## src/rtl/data_memory_latency.sv

```systemverilog
// Word RAM with byte-enable writes, fixed multi-cycle latency and a
// req/ready/done handshake. Ports: clk_i, rst_i, req_i, we_i, addr_i,
// wdata_i, be_i in; ready_o, done_o, rdata_o, err_o, stall_o out.
module data_memory_latency #(
  parameter int DATA_W  = 32,
  parameter int DEPTH   = 32,
  parameter int ADDR_W  = 32,
  parameter int LATENCY = 4
) (
  input  logic                clk_i,
  input  logic                rst_i,
  input  logic                req_i,
  input  logic                we_i,
  input  logic [ADDR_W-1:0]   addr_i,
  input  logic [DATA_W-1:0]   wdata_i,
  input  logic [DATA_W/8-1:0] be_i,
  output logic                ready_o,
  output logic                done_o,
  output logic [DATA_W-1:0]   rdata_o,
  output logic                err_o,
  output logic                stall_o
);

  localparam int NB    = DATA_W / 8;
  localparam int SHIFT = $clog2(NB);
  localparam int IDX_W = (DEPTH > 1) ? $clog2(DEPTH) : 1;
  localparam int CNT_W = $clog2(LATENCY + 1);

  localparam logic [ADDR_W-1:0] OFF_MASK = ADDR_W'(NB - 1);
  localparam logic [ADDR_W-1:0] DEPTH_A  = ADDR_W'(DEPTH);

  typedef enum logic {IDLE, BUSY} state_t;

  state_t state_q, state_d;
  logic [CNT_W-1:0] cnt_q, cnt_d;

  logic [DATA_W-1:0] mem [DEPTH];

  logic              we_q;
  logic [IDX_W-1:0]  idx_q;
  logic [DATA_W-1:0] wdata_q;
  logic [NB-1:0]     be_q;
  logic              err_q;

  logic [ADDR_W-1:0] word_addr;
  logic              req_err;
  logic              accept;
  logic              finish;

  logic              op_we;
  logic [IDX_W-1:0]  op_idx;
  logic [DATA_W-1:0] op_wdata;
  logic [NB-1:0]     op_be;
  logic              op_err;

  assign word_addr = addr_i >> SHIFT;
  assign req_err   = (|(addr_i & OFF_MASK)) ||
                     (word_addr >= DEPTH_A);
  assign accept    = ready_o && req_i;

  // With LATENCY=1 an access completes on its own accept edge,
  // so the live inputs are used instead of the latched copy.
  always_comb begin
    if (state_q == IDLE) begin
      op_we    = we_i;
      op_idx   = word_addr[IDX_W-1:0];
      op_wdata = wdata_i;
      op_be    = be_i;
      op_err   = req_err;
    end else begin
      op_we    = we_q;
      op_idx   = idx_q;
      op_wdata = wdata_q;
      op_be    = be_q;
      op_err   = err_q;
    end
  end

  always_comb begin
    state_d = state_q;
    cnt_d   = cnt_q;
    finish  = 1'b0;
    ready_o = 1'b0;
    stall_o = 1'b0;
    unique case (state_q)
      IDLE: begin
        ready_o = 1'b1;
        stall_o = req_i;
        if (req_i) begin
          if (LATENCY == 1) begin
            finish = 1'b1;
          end else begin
            state_d = BUSY;
            cnt_d   = CNT_W'(LATENCY - 1);
          end
        end
      end
      BUSY: begin
        stall_o = 1'b1;
        cnt_d   = cnt_q - CNT_W'(1);
        if (cnt_q == CNT_W'(1)) begin
          finish  = 1'b1;
          state_d = IDLE;
        end
      end
      default: state_d = IDLE;
    endcase
  end

  always_ff @(posedge clk_i) begin
    if (rst_i) begin
      state_q <= IDLE;
      cnt_q   <= '0;
    end else begin
      state_q <= state_d;
      cnt_q   <= cnt_d;
    end
  end

  always_ff @(posedge clk_i) begin
    if (accept) begin
      we_q    <= we_i;
      idx_q   <= word_addr[IDX_W-1:0];
      wdata_q <= wdata_i;
      be_q    <= be_i;
      err_q   <= req_err;
    end
  end

  always_ff @(posedge clk_i) begin
    if (rst_i) begin
      done_o  <= 1'b0;
      err_o   <= 1'b0;
      rdata_o <= '0;
    end else begin
      done_o <= finish;
      err_o  <= finish && op_err;
      if (finish && (op_err || !op_we))
        rdata_o <= op_err ? '0 : mem[op_idx];
    end
  end

  // Array is never cleared; reset only blocks a pending write.
  always_ff @(posedge clk_i) begin
    if (!rst_i && finish && op_we && !op_err) begin
      for (int k = 0; k < NB; k++) begin
        if (op_be[k])
          mem[op_idx][8*k +: 8] <= op_wdata[8*k +: 8];
      end
    end
  end

endmodule
```

## config.mk

```make
export PLATFORM = sky130hd
export DESIGN_NAME = data_memory_latency
export DESIGN_NICKNAME = d
export VERILOG_FILES = /design/src/rtl/data_memory_latency.sv
export SDC_FILE = /design/constraint.sdc
export NUM_CORES = 1
export LEC_CHECK = 0
export ABC_AREA = 1
export CAP_MARGIN = 15
export CORE_MARGIN = 4
export CORE_UTILIZATION = 40
export DETAILED_ROUTE_END_ITERATION = 10
export PLACE_DENSITY = 0.63
export SYNTH_ARGS = -nofsm -noshare
export SYNTH_HDL_FRONTEND = slang
export SYNTH_SLANG_ARGS = --single-unit
```

## constraint.sdc

```tcl
create_clock -name clk_i -period 5.6 [get_ports clk_i]
set_clock_uncertainty 0.2 [all_clocks]
set_input_delay 1.4 -clock clk_i [delete_from_list [all_inputs] [get_ports clk_i]]
set_output_delay 1.4 -clock clk_i [all_outputs]
set_load 0.03 [all_outputs]
```

-- Word-level counts from Yosys, hierarchy flattened
Memories as Yosys holds them, arrays and structs flattened.
Cells that the tools add are included.
- logic and storage cells: 55
- output and inout port bits: 36
- bits in registers: 81
- memories kept: 1
- RAM bits: 1024
- memories (name ; depth ; width ; rd ports ; clocked after Yosys merged registers in ; write ports ; line ; RTL):
    mem ; 32 ; 32 ; 1 ; 0 ; 1 ; 37 ; logic [DATA_W-1:0] mem [DEPTH];
- bitwise logic cells: 1
- order comparisons: 1
- mux-type cells: 27
- add/sub/neg operators: 1
- eq/ne operators: 2
- reductions and logical operators: 12
- operator list (operator ; count):
    32-bit 2-to-1 mux ; 2
    30-bit by 6-bit greater-or-equal comparator with 1-bit output, second input constant ; 1
    1-bit 2-to-1 mux ; 19
    1-bit logical AND ; 6
    3-bit case mux with 2 select lines ; 1
    5-bit 2-to-1 mux ; 1
    4-bit 2-to-1 mux ; 1
    1-bit case mux with 2 select lines ; 2
    3-bit by 1-bit equality test with 1-bit output, second input constant ; 1
    1-bit zero test ; 3
    3-bit 2-to-1 mux ; 1
    3-bit by 1-bit subtractor with 3-bit output, second input constant ; 1
    1-bit logical OR ; 2
    2-bit != test, second input constant ; 1
    2-bit OR reduction ; 1
    1-bit inverter ; 1

-- Depth between registers and ports, before layout
- depth in word-level cells: 8
- mapped depth: 16
- mapped depth without buffers: 13

-- Worst setup path after synthesis
Ideal clock, no wire load.
- path kind: input -> register
- from: in req_i
- to: reg be_q[0], enable pin
- arrival: 3.278 ns
- stages on the path: 2
- slack: 1.676 ns
- data required time: 4.954 ns
- cells stage by stage: inv_1 nor2_1
- longest elaborated chain between the ends: 1
- ends and longest elaborated chain (what ; line ; RTL):
    start: declaration ; 12 ; input logic req_i,
    1-bit logical AND ; 59 ; assign accept = ready_o && req_i;
    named net accept ; 47 ; logic accept;
    end signal: assignment ; 125 ; be_q <= be_i;
    end: declaration ; 42 ; logic [NB-1:0] be_q;
The timed path passes the listed nets, and every way through them passes these cells.
A chain may end at the register's enable or synchronous reset.

-- Worst setup path in the final report
- from: in req_i
- to: out stall_o
- longest elaborated chain between the ends: 1
- ends and longest elaborated chain (what ; line ; RTL):
    1-bit case mux with 2 select lines ; 85 ; unique case (state_q)
    end: declaration ; 21 ; output logic stall_o
Every way passes these cells.

==> flow_metrics.py <==
metrics = {
    "critical_path": {
        "cpMaxStageDelayCell": "clkdlybuf4s50_1",
        "critPathMaxStageDelay_ns": 0.68,
        "arrival_ns": 2.73,
        "crit_type": "primary input to output port",
        "worst_setup_path_start_kind": "primary input",
        "end_kind": "output port",
        "worstPathMaxFanout": 3,
        "cpMostUsedCell": "clkdlybuf4s50_1",
        "cp_top_family": "buffers and inverters",
        "path_cells": "clkdlybuf4s50_1 > nor2_1 > inv_1 > clkdlybuf4s50_1",
        "critPathBufInv": 3,
        "required_ns": 4.00,
    },
    "route": {
        "drt-total-wl_mm": 130,
        "first_iter_violations": 3334,
        "drt_pass1_iterations": 6,
        "routed_via_density": 4.73,
        "drc_errors": 0,
        "dr_total_vias": 34200,
        "antenna_left": 0,
        "routedWlPerCell_um": 17.9,
    },
    "sta": {
        "timing.final.crit_share": 0.774,
        "relSlewSlack": 0.229,
        "setup_violations": 0,
        "hold_violations": 0,
        "fmax_mhz": 231,
        "fin_ws_ns": 1.27,
        "rsz0062_at_grt": "no",
        "setup-tns-final_ns": 0,
        "worstMarginPinSlew_ns": 1.15,
        "drv_slew": 0,
        "final.min_clock_period_ns": 4.33,
    },
    "placed_design": {
        "dp_hpwl_mm": 78.7,
        "io_buffers": 107,
        "pre_cts_ws_ns": 0.882,
        "gp_congestion": 0.822,
    },
    "synth": {
        "synthArstFlopShare": 0,
        "synth_top_cell_by_area": "edfxtp_1",
        "synth_cells": 5373,
        "synth_mux_area_frac": 0.000202,
        "synth_area_um2": 49600,
        "ys_seq_area_frac": 0.662,
        "synth_compound_area_frac": 0.0113,
        "synthAdderAreaFrac": 0.000505,
        "syn_nets": 5447,
        "synth-simple-area-share": 0.237,
        "synth_top_flop_cell": "edfxtp_1",
        "synth.distinct_cells": 32,
        "synthTopCellsByArea": "edfxtp_1, nand2_1, inv_1",
        "ys_warn_count": 0,
        "synth_xor_area_frac": 0,
        "avgSynthCellArea_um2": 9.23,
        "yosys.area.top_type_share": 0.646,
        "synth_top_family_by_area": "simple AND/OR/NAND/NOR gates",
        "ys_ff_latch": 1105,
        "synth_edf_count": 1067,
    },
    "final_layout": {
        "drive_gt1_frac": 0.0631,
        "synthToLayoutAreaGrowth_pct": 14.1,
        "fin_nets": 5584,
        "multi_input_area_um2": 12400,
        "n_antenna_cell": 0,
        "utilization": 0.462,
        "final-seq-area_um2": 32800,
        "fill_cells": 11500,
    },
    "power": {
        "pwr_density_cell_nw_per_um2": 327,
        "p_seq_frac": 0.498,
        "finalPower_mw": 18.5,
        "power_frac_comb": 0.102,
        "p_int_mw": 13.8,
        "p_leak_nw": 25.8,
        "p_sw_mw": 4.67,
        "p_sw_frac": 0.252,
        "power_frac_clock": 0.399,
        "ir_drop_uv": 236,
    },
    "floorplan": {
        "fp.coreArea_um2": 122000,
        "die_h_um": 360,
        "io_pins": 108,
        "dieArea_um2": 130000,
        "die_w_um": 360,
        "rows": 128,
        "start_util": 0.405,
    },
    "cts": {
        "clk_path_buf_depth": 3,
        "cts_resized": 0,
        "cts_root_buffer": "clkbuf_16",
        "path_clk_slew_ns": 0.06,
        "htree_levels": 3,
        "cts_made_buffers": 113,
        "holdBufCountCts": 0,
        "postCtsSetupRepairBufs": 0,
        "cts_tree": "built",
        "cts.sinks": 1105,
        "clk-insertion-delay-late_ns": 0.72,
    },
    "global_route": {
        "grt_max_degree": 195,
        "antenna_found_initial": 3,
        "grt_pass1_wl_mm": 195,
        "grt_pass1_vias": 32200,
        "grt_usage": 0.196,
        "grt.overflow.total": 0,
    },
    "min_path": {
        "worstHoldPathType": "flop to flop",
    },
    "flow_run": {
        "maxCapViolCount": 0,
    },
    "status": {
        "outcome": "completed",
    },
}
cells in the final DEF, fill, tap and decap left out, types with 9 or more instances in the layout:
cell type	synthesis	final
clkbuf_1	96	20
nand2_2	2	13
nand3_1	36	36
o21ai_0	62	62
nor2_1	210	209
clkbuf_16	0	114
bufinv_16	0	9
dfxtp_1	38	37
inv_1	899	899
nand2_1	2698	2683
edfxtp_1	1067	1067
clkdlybuf4s50_1	0	106
clkinv_1	0	26
nand3b_1	63	63
buf_4	13	141
clkinv_2	0	30
a21oi_1	34	34
through the flow:
step           area, um2  hold slack (ns)  instances
3_3_place_gp       52900            0.263       7018
3_5_place_dp       52900            0.267       7019
5_1_grt            56600            0.304       7233
2_1_floorplan      49600            0.265       5373
4_1_cts            56600            0.276       7232
6_report           56600            0.273       7233
cell usage after synthesis (2+ instances only):
library cell	count
or2_2	2
ha_1	2
edfxtp_1	1067
nor3_4	4
o21ai_0	62
o211ai_1	2
nor3_2	4
nand2_2	2
inv_1	899
clkbuf_1	96
nand2_1	2698
nor2_2	3
o21ai_2	3
nand3b_1	63
a21oi_1	34
buf_4	13
dfxtp_1	38
buf_2	93
buf_1	29
nand3_1	36
inv_2	3
nor2_1	210
cells by family after synthesis:
| kind of cell | Yosys count |
|---|---|
| AND/OR/NAND/NOR | 3026 |
| buffers and inverters | 1134 |
| flip-flops | 1105 |
| AO/OA/AOI/OAI | 105 |
| adder cells (fa/ha/maj) | 2 |
| multiplexers | 1 |
path summary, 6_finish.rpt:
kind	from	end	slack (ns)	cells after the start
min reg2reg	rdata_o[24]	rdata_o[24]	0.27	2
max	req_i	stall_o	1.27	4
min	rdata_o[24]	rdata_o[24]	0.27	2
max reg2reg	state_q	mem[19][10]	1.70	5
registers in the layout, summed over array words and instances, names as in the netlist:
register	flops
idx_q	5
we_q	1
err_q	1
rdata_o	32
mem	1024
wdata_q	32
be_q	4
done_o	1
err_o	1
state_q	1
cnt_q	3
power groups by stage:
stage               clock network (mW)  registers [mW]  logic (mW)
floorplan                            0            9.40        1.13
global placement                     0            9.40        1.87
detailed placement                   0            9.40        1.88
CTS                               7.50            9.23        1.89
global route                      7.86            9.22        2.08
finish                            7.39            9.23        1.89
layer usage:
metal  share of wire  GRT usage  up-vias
li1                -          -    16700
met1            0.44      0.272    16100
met2            0.46      0.315     1197
met3           0.080     0.0389      204
met4           0.027     0.0520       10
met5         0.00035          0        -
tightest hold or removal path, stage by stage (launching register included):
cell	delay (ns)
dfxtp_1	0.31
nand2_1	0.06
a21oi_1	0.05
cell type report:
class                           count  area share
Sequential cell                  1105       0.580
Multi-Input combinational cell   3134       0.220
Inverter                          902      0.0600
Clock buffer                      136      0.0522
Timing Repair Buffer              254      0.0397
Tap cell                         1625      0.0359
Clock inverter                     77      0.0123
(Power assumes the default switching activity.)
